### src/rtl/serial_deserializer_if.sv
// Serial receive link and parallel output handshake
// bundled for the serial_deserializer.
interface serial_deserializer_if #(
  parameter int WIDTH = 8,
  parameter int CNT_W = $clog2(WIDTH + 1)
);
  logic             sin_valid;
  logic             sin_data;
  logic             shift_right;
  logic             flush;
  logic [WIDTH-1:0] data_out;
  logic             out_valid;
  logic             out_ready;
  logic             busy;
  logic [CNT_W-1:0] bit_count;
  logic             overrun;

  modport slave (
    input  sin_valid,
    input  sin_data,
    input  shift_right,
    input  flush,
    input  out_ready,
    output data_out,
    output out_valid,
    output busy,
    output bit_count,
    output overrun
  );

  modport master (
    output sin_valid,
    output sin_data,
    output shift_right,
    output flush,
    output out_ready,
    input  data_out,
    input  out_valid,
    input  busy,
    input  bit_count,
    input  overrun
  );
endinterface

### src/rtl/serial_deserializer.sv
// Serial-in parallel-out receiver, MSB- or LSB-first,
// registered word output with valid/ready and overrun flag.
module serial_deserializer #(
  parameter int WIDTH = 8,
  parameter int CNT_W = $clog2(WIDTH + 1)
) (
  input  logic clk,
  input  logic reset,
  serial_deserializer_if.slave sd
);

  typedef enum logic {
    S_IDLE,
    S_ACCUM
  } state_t;

  state_t           r_state, w_state_n;
  logic [WIDTH-1:0] r_sr, w_sr_n;
  logic [CNT_W-1:0] r_cnt, w_cnt_n;
  logic             r_dir, w_dir_n;
  logic [WIDTH-1:0] r_data, w_data_n;
  logic             r_ov, w_ov_n;
  logic             r_orun, w_orun_n;

  logic             w_accept;
  logic             w_dir;
  logic             w_last;
  logic [WIDTH-1:0] w_ins;

  always_ff @(posedge clk) begin
    if (!reset) begin
      r_state <= S_IDLE;
      r_sr    <= '0;
      r_cnt   <= '0;
      r_dir   <= 1'b0;
      r_data  <= '0;
      r_ov    <= 1'b0;
      r_orun  <= 1'b0;
    end else begin
      r_state <= w_state_n;
      r_sr    <= w_sr_n;
      r_cnt   <= w_cnt_n;
      r_dir   <= w_dir_n;
      r_data  <= w_data_n;
      r_ov    <= w_ov_n;
      r_orun  <= w_orun_n;
    end
  end

  // bit order is latched on the first bit only
  assign w_accept = sd.sin_valid & ~sd.flush;
  assign w_dir    = (r_state == S_IDLE) ?
                    sd.shift_right : r_dir;
  assign w_ins    = w_dir ?
    {sd.sin_data, r_sr[WIDTH-1:1]} :
    {r_sr[WIDTH-2:0], sd.sin_data};
  assign w_last   = w_accept &&
                    (r_cnt == CNT_W'(WIDTH - 1));

  always_comb begin
    w_state_n = r_state;
    w_sr_n    = r_sr;
    w_cnt_n   = r_cnt;
    w_dir_n   = r_dir;
    w_data_n  = r_data;
    w_ov_n    = r_ov;
    w_orun_n  = 1'b0;

    if (sd.flush) begin
      w_state_n = S_IDLE;
      w_sr_n    = '0;
      w_cnt_n   = '0;
    end else if (w_accept) begin
      w_dir_n = w_dir;
      w_sr_n  = w_ins;
      if (w_last) begin
        w_cnt_n   = '0;
        w_state_n = S_IDLE;
      end else begin
        w_cnt_n   = r_cnt + CNT_W'(1);
        w_state_n = S_ACCUM;
      end
    end

    // a stalled consumer keeps the old word
    if (w_last) begin
      if (!r_ov || sd.out_ready) begin
        w_data_n = w_ins;
        w_ov_n   = 1'b1;
      end else begin
        w_orun_n = 1'b1;
      end
    end else if (r_ov && sd.out_ready) begin
      w_ov_n = 1'b0;
    end
  end

  assign sd.data_out  = r_data;
  assign sd.out_valid = r_ov;
  assign sd.overrun   = r_orun;
  assign sd.bit_count = r_cnt;
  assign sd.busy      = (r_cnt != '0);

endmodule

### src/flat_wrapper.sv
// flat-port wrapper written by rule: the top's interface ports become plain ports
module serial_deserializer_flat 
#(
  parameter int WIDTH = 8,
  parameter int CNT_W = $clog2(WIDTH + 1)
)
  (clk, reset, sd_sin_valid, sd_sin_data, sd_shift_right, sd_flush, sd_out_ready, sd_data_out, sd_out_valid, sd_busy, sd_bit_count, sd_overrun);
  serial_deserializer_if #(.WIDTH(WIDTH), .CNT_W(CNT_W)) sd_i ();
  input  logic clk;
  input  logic reset;
  input wire logic [$bits(sd_i.sin_valid)-1:0] sd_sin_valid;
  input wire logic [$bits(sd_i.sin_data)-1:0] sd_sin_data;
  input wire logic [$bits(sd_i.shift_right)-1:0] sd_shift_right;
  input wire logic [$bits(sd_i.flush)-1:0] sd_flush;
  input wire logic [$bits(sd_i.out_ready)-1:0] sd_out_ready;
  output wire logic [$bits(sd_i.data_out)-1:0] sd_data_out;
  output wire logic [$bits(sd_i.out_valid)-1:0] sd_out_valid;
  output wire logic [$bits(sd_i.busy)-1:0] sd_busy;
  output wire logic [$bits(sd_i.bit_count)-1:0] sd_bit_count;
  output wire logic [$bits(sd_i.overrun)-1:0] sd_overrun;
  assign sd_i.sin_valid = sd_sin_valid;
  assign sd_i.sin_data = sd_sin_data;
  assign sd_i.shift_right = sd_shift_right;
  assign sd_i.flush = sd_flush;
  assign sd_i.out_ready = sd_out_ready;
  assign sd_data_out = sd_i.data_out;
  assign sd_out_valid = sd_i.out_valid;
  assign sd_busy = sd_i.busy;
  assign sd_bit_count = sd_i.bit_count;
  assign sd_overrun = sd_i.overrun;
  serial_deserializer #(.WIDTH(WIDTH), .CNT_W(CNT_W)) u_core (.clk(clk), .reset(reset), .sd(sd_i));
endmodule
### config.mk
export PLATFORM = sky130hd
export DESIGN_NAME = serial_deserializer_flat
export DESIGN_NICKNAME = d
export VERILOG_FILES = /design/src/rtl/serial_deserializer_if.sv /design/src/rtl/serial_deserializer.sv /design/src/flat_wrapper.sv
export SDC_FILE = /design/constraint.sdc
export NUM_CORES = 1
export LEC_CHECK = 0
export CAP_MARGIN = 15
export CORE_MARGIN = 5
export CORE_UTILIZATION = 51
export CTS_BUF_LIST = sky130_fd_sc_hd__clkbuf_4 sky130_fd_sc_hd__clkbuf_8
export CTS_CLUSTER_SIZE = 16
export DETAILED_ROUTE_END_ITERATION = 10
export PLACE_DENSITY_LB_ADDON = 0.25
export SYNTH_ARGS = -nofsm -noshare
export SYNTH_HDL_FRONTEND = slang
export SYNTH_SLANG_ARGS = --single-unit
export TNS_END_PERCENT = 100
### constraint.sdc
create_clock -name clk -period 1.8 [get_ports clk]
set_input_delay 0.18 -clock clk [delete_from_list [all_inputs] [get_ports clk]]
set_output_delay 0.18 -clock clk [all_outputs]
set_load 0.01 [all_outputs]
# ---- Word-level counts from Yosys, hierarchy flattened
# Index checks and enable logic that the tools add are counted.
dict set report totals {
  register_bits 24
  word_cells 32
}
dict set report classes {
  n_addsub 1
  n_eq_ne 2
  n_mux 8
  n_bitwise 3
  n_reduce_logical 11
}
# op n
set op_table {}
lappend op_table {{8-bit 2-to-1 mux} 1}
lappend op_table {{2-bit AND reduction} 4}
lappend op_table {{1-bit 2-to-1 mux} 6}
lappend op_table {{4-bit by 1-bit adder with 4-bit output (second input constant)} 1}
lappend op_table {{4-bit by 3-bit == test with 1-bit output (second input constant)} 1}
lappend op_table {{4-bit 2-to-1 mux} 1}
lappend op_table {{4-bit nonzero test} 1}
lappend op_table {{1-bit logical AND} 2}
lappend op_table {{2-bit inequality test (second input constant)} 1}
lappend op_table {{1-bit inverter} 2}
lappend op_table {{2-bit nonzero test} 1}
lappend op_table {{2-bit OR reduction} 1}
lappend op_table {{1-bit bitwise AND} 1}
lappend op_table {{1-bit zero test} 1}
lappend op_table {{1-bit logical OR} 1}

# ---- Depth between registers and ports, before layout
dict set report depth {
  depth_word 5
  ltp_mapped 5
  mapped_depth_nobuf 4
}

# ---- Worst setup path before layout
# OpenSTA, ideal clock, no wires.
dict set report synth_timing {
  kind {reg2reg}
  start {reg u_core.r_cnt[0], in the netlist u_core.sd.bit_count[0]}
  end {reg u_core.r_data[0], in the netlist u_core.sd.data_out[0]}
  setup_ns 0.086
  arrival_ns 1.409
  required_time_ns 1.714
  setup_slack_ns 0.306
  path_stages_with_launch 6
  path_buffers 1
  path_cell_list {dfxtp_1 > ha_1 > nor2b_1 > clkbuf_1 > a31oi_1 > a211oi_1}
}
dict set report synth_between {
  elab_chain_cells 3
}
# element line_no
set synth_rtl {}
lappend synth_rtl {{start, declared} serial_deserializer.sv:19} ;# logic [CNT_W-1:0] r_cnt, w_cnt_n;
lappend synth_rtl {{start signal, assigned} serial_deserializer.sv:42} ;# r_cnt <= w_cnt_n;
lappend synth_rtl {{4-bit by 3-bit == test with 1-bit output} serial_deserializer.sv:58} ;# (r_cnt == CNT_W'(WIDTH - 1));
lappend synth_rtl {{1-bit logical AND} serial_deserializer.sv:57} ;# assign w_last = w_accept &&
lappend synth_rtl {{2-bit AND reduction (no line)} -}
lappend synth_rtl {{end signal, assigned} serial_deserializer.sv:44} ;# r_data <= w_data_n;
lappend synth_rtl {{end, declared} serial_deserializer.sv:21} ;# logic [WIDTH-1:0] r_data, w_data_n;
# No other way between the ends.
# A chain may end at the register's enable or synchronous reset.

# ---- Worst setup path after layout
dict set report layout_timing {
  start {reg u_core.r_cnt[0], in the netlist u_core.sd.bit_count[0]}
  end {out sd_busy}
}
dict set report layout_between {
  elab_chain_cells 1
}
# element line_no
set layout_rtl {}
lappend layout_rtl {{4-bit nonzero test} serial_deserializer.sv:102} ;# assign sd.busy = (r_cnt != '0);
lappend layout_rtl {{end, declared} flat_wrapper.sv:18} ;# output wire logic [$bits(sd_i.busy)-1:0] sd_busy;
# No other way between the ends.

==> reports/metrics.csv <==
stage,metric,value,unit
clocking,total CTS buffers,3,
clocking,maximum clock path buffer count,2,
final_layout,Post-layout nets,141,
global_routing,GRT Resource Usage Total,17.5,%
clocking,hold_buf cts,0,
power,P_sw,0.210,mW
synth,Synth cell types,23,
min_path,Worst Hold Depth,2,
floorplanning,io pins,22,
synth,synthesized flop and latch total,24,
sta,clock skew,0.00148,ns
synth,Post-Syn Instances,107,
clocking,Skew-Pair Late Insertion Delay,0.31,ns
clocking,H-tree levels,1,
synth,synthesis warning total,0,
setup_path,crit path max fanout,4,
floorplanning,Core Footprint,1920,sq um
clocking,clock root buffer,clkbuf_4,
drt,via/cell ratio,5.37,
sta,Hold Fails Final Rpt,0,
global_routing,first-pass GRT wire length,3680,microns
drt,drt total wl,2250,microns
setup_path,crit path DAT,1.53,ns
power,Leak,0.492,nW
setup_path,R2R Setup Slk,0.27,ns
global_routing,largest net degree at the start of global routing,22,
global_routing,total congestion overflow,0,
sta,Final Critical Period,1.71,ns
sta,unrepaired setup endpoints after global routing,false,
power,Internal Pwr Total,0.705,mW
global_routing,number of antenna violations at the first check in global routing,0,
min_path,Hold WC Path Type,flop to flop,
run_status,status,"complete, no violations",
final_layout,diode count,0,
min_path,hold_sp,u_core.r_sr[0],
clocking,CTS clock-pin slew for the worst setup and hold paths,0.13,ns
final_layout,post-route insts no fill,158,
setup_path,Critical Path RT,1.62,ns
setup_path,Setup CP Type,flop to output pin,
sta,setup tns final,0,ns
sta,"Slew Viols, Final",0,
drt,router iterations before antenna repair,4,
setup_path,critical path capture point type,output pin,
sta,worst-margin pin slew,0.502,ns
placement,DP Cell Count,152,
floorplanning,Initial Util,52.5,%
floorplanning,# rows,16,
setup_path,reg2reg start,u_core.sd.bit_count[0],
sta,Max-slew headroom,66.5,%
floorplanning,Die X,54.5,microns
synth,"Cell Area, Synth",1010,sq um
placement,Post-DP HPWL,1610,microns
drt,DRC viols,0,
global_routing,number of global-route vias before repair,810,
power,Clk pwr share,30.9,%
synth,Post-Syn Area per Cell,9.42,sq um
floorplanning,die area,2970,sq um
clocking,CTS tree,built,
sta,fin crit share,95.0,%
clocking,clock sinks,24,
power,maximum vdd ir drop,0.708,mV
power,share of power burned in registers,59.8,%
drt,routed len/inst,14.2,microns
floorplanning,Vert. Die Dim,54.5,microns
power,Combinational Power Share,9.3,%
synth,part of the Yosys area used for sequential elements,47.6,%
setup_path,CP startpoint kind,flop,
synth,syn nets,116,
final_layout,synth-to-layout area growth,30.3,%
drt,vias,848,
power,P per Cell Area,696,nW/um^2
placement,GP Congestion,0.812,
min_path,worst hold endpoint,u_core.r_sr[0],
drt,initial drt markers,11,
sta,endpoints failing setup,0,
setup_path,r2r endpoint,u_core.sd.bit_count[0],
sta,fmax,585,MHz
placement,Port Buffers,21,
final_layout,layout cells sized above 1,10.7,%
setup_path,reg2reg path depth,6,
run,max cap viols,0,
drt,Post-DRT Antenna Nets,0,
power,Sw Share,23.0,%
[cells in the mapped netlist, drive strengths merged]
cell	n	area (sq um)
mux2i	11	123
dfxtp	24	480
clkbuf	6	22.5
a31oi	8	50.1
inv	5	18.8
nor2	5	18.8
and3b	1	8.76
nor3	1	5.00
a21oi	12	60.1
nor3b	1	7.51
nand4	1	6.26
a211oi	8	60.1
and3	1	6.26
o21ai	9	45.0
a31o	1	8.76
nand2	4	15.0
nor2b	2	12.5
nand2b	2	12.5
a211o	1	8.76
xor2	1	8.76
buf	1	5.00
ha	2	25.0
[cell families after synthesis]
group	Yosys count	synth area share, %
AO/OA/AOI/OAI	39	23.1
flip-flops	24	47.6
AND/OR/NAND/NOR	18	9.18
buffers and inverters	12	4.59
multiplexers	11	12.2
adder cells (fa/ha/maj)	2	2.48
XOR/XNOR	1	0.869
[routing by layer]
layer	up-vias	track usage [%]	part of all wire, %
li1	434	-	-
met5	-	0	0
met2	24	29.1	48
met3	8	3.81	4.2
met1	382	20.5	45
met4	0	10.4	3.1
[repair_timing]
| item | 4_1_cts | 5_1_grt |
|---|---|---|
| gates resized for setup | 1 | 3 |
| endpoints found under the setup margin | 1 | 1 |
| buffers inserted | 0 | 2 |
[power groups by stage]
stage | clock network, mW | registers (mW) | logic [mW]
after global routing | 0.316 | 0.550 | 0.0935
after floorplan | 0 | 0.560 | 0.0484
after CTS | 0.289 | 0.550 | 0.0814
after detailed placement | 0 | 0.562 | 0.0806
after global placement | 0 | 0.561 | 0.0783
final | 0.283 | 0.547 | 0.0851
[state kept, by name, summed over array words and instances (netlist names)]
signal / flops
u_core.r_dir: 1
u_core.sd.data_out: 8
u_core.r_state: 1
u_core.r_sr: 8
u_core.sd.bit_count: 4
u_core.sd.out_valid: 1
u_core.sd.overrun: 1
[critical path, stage by stage, from the launching register on]
cell             delay, ns
dfxtp_4               0.38
inv_1                 0.05
ha_1                  0.19
nand2_1               0.06
clkdlybuf4s50_1       0.53
[area by class of cell]
type	instances	area (sq um)
timing repair buffer	27	255
multi-input combinational	71	482
inverter	5	18.8
tap	27	33.8
clock buffer	4	36.3
sequential	24	488
fill	167	608
[metrics by stage]
stage | instance area (sq um) | utilization [%] | total power, mW | hold slack [ns] | setup slack [ns]
finish | 1310 | 68.4 | 0.915 | 0.548 | 0.0902
global route | 1310 | 68.4 | 0.959 | 0.575 | 0.0154
CTS | 1290 | 67.3 | 0.921 | 0.517 | 0.00116
detailed placement | 1250 | 65.3 | 0.642 | 0.536 | 0.195
global placement | 1250 | 65.3 | 0.640 | 0.529 | 0.200
floorplan | 1010 | - | 0.609 | 0.319 | 0.306
[cells in the final DEF, fill, tap and decap left out, types with 2 or more instances in the layout]
cell             count
dfxtp_1             22
clkdlybuf4s50_1     21
a21oi_1             12
mux2i_1             10
o21ai_0              9
a31oi_1              8
a211oi_1             8
buf_4                6
inv_1                5
nor2_1               5
nand2_1              4
clkbuf_4             3
nand2b_1             2
nor2b_1              2
ha_1                 2
dfxtp_4              2
[how the worst max path moves through the flow]
stage                                       end                   start  slack (ns)  depth (start not counted)
after global routing                    sd_busy  u_core.sd.bit_count[1]        0.02                          4
after floorplan           u_core.sd.data_out[0]  u_core.sd.bit_count[0]        0.31                          5
final                                   sd_busy  u_core.sd.bit_count[0]        0.09                          4
after CTS                               sd_busy  u_core.sd.bit_count[1]       0.001                          4
after detailed placement  u_core.sd.data_out[0]          sd_shift_right        0.20                          4
after global placement    u_core.sd.data_out[0]          sd_shift_right        0.20                          4
Note: power is estimated with default switching activity, not from simulation.
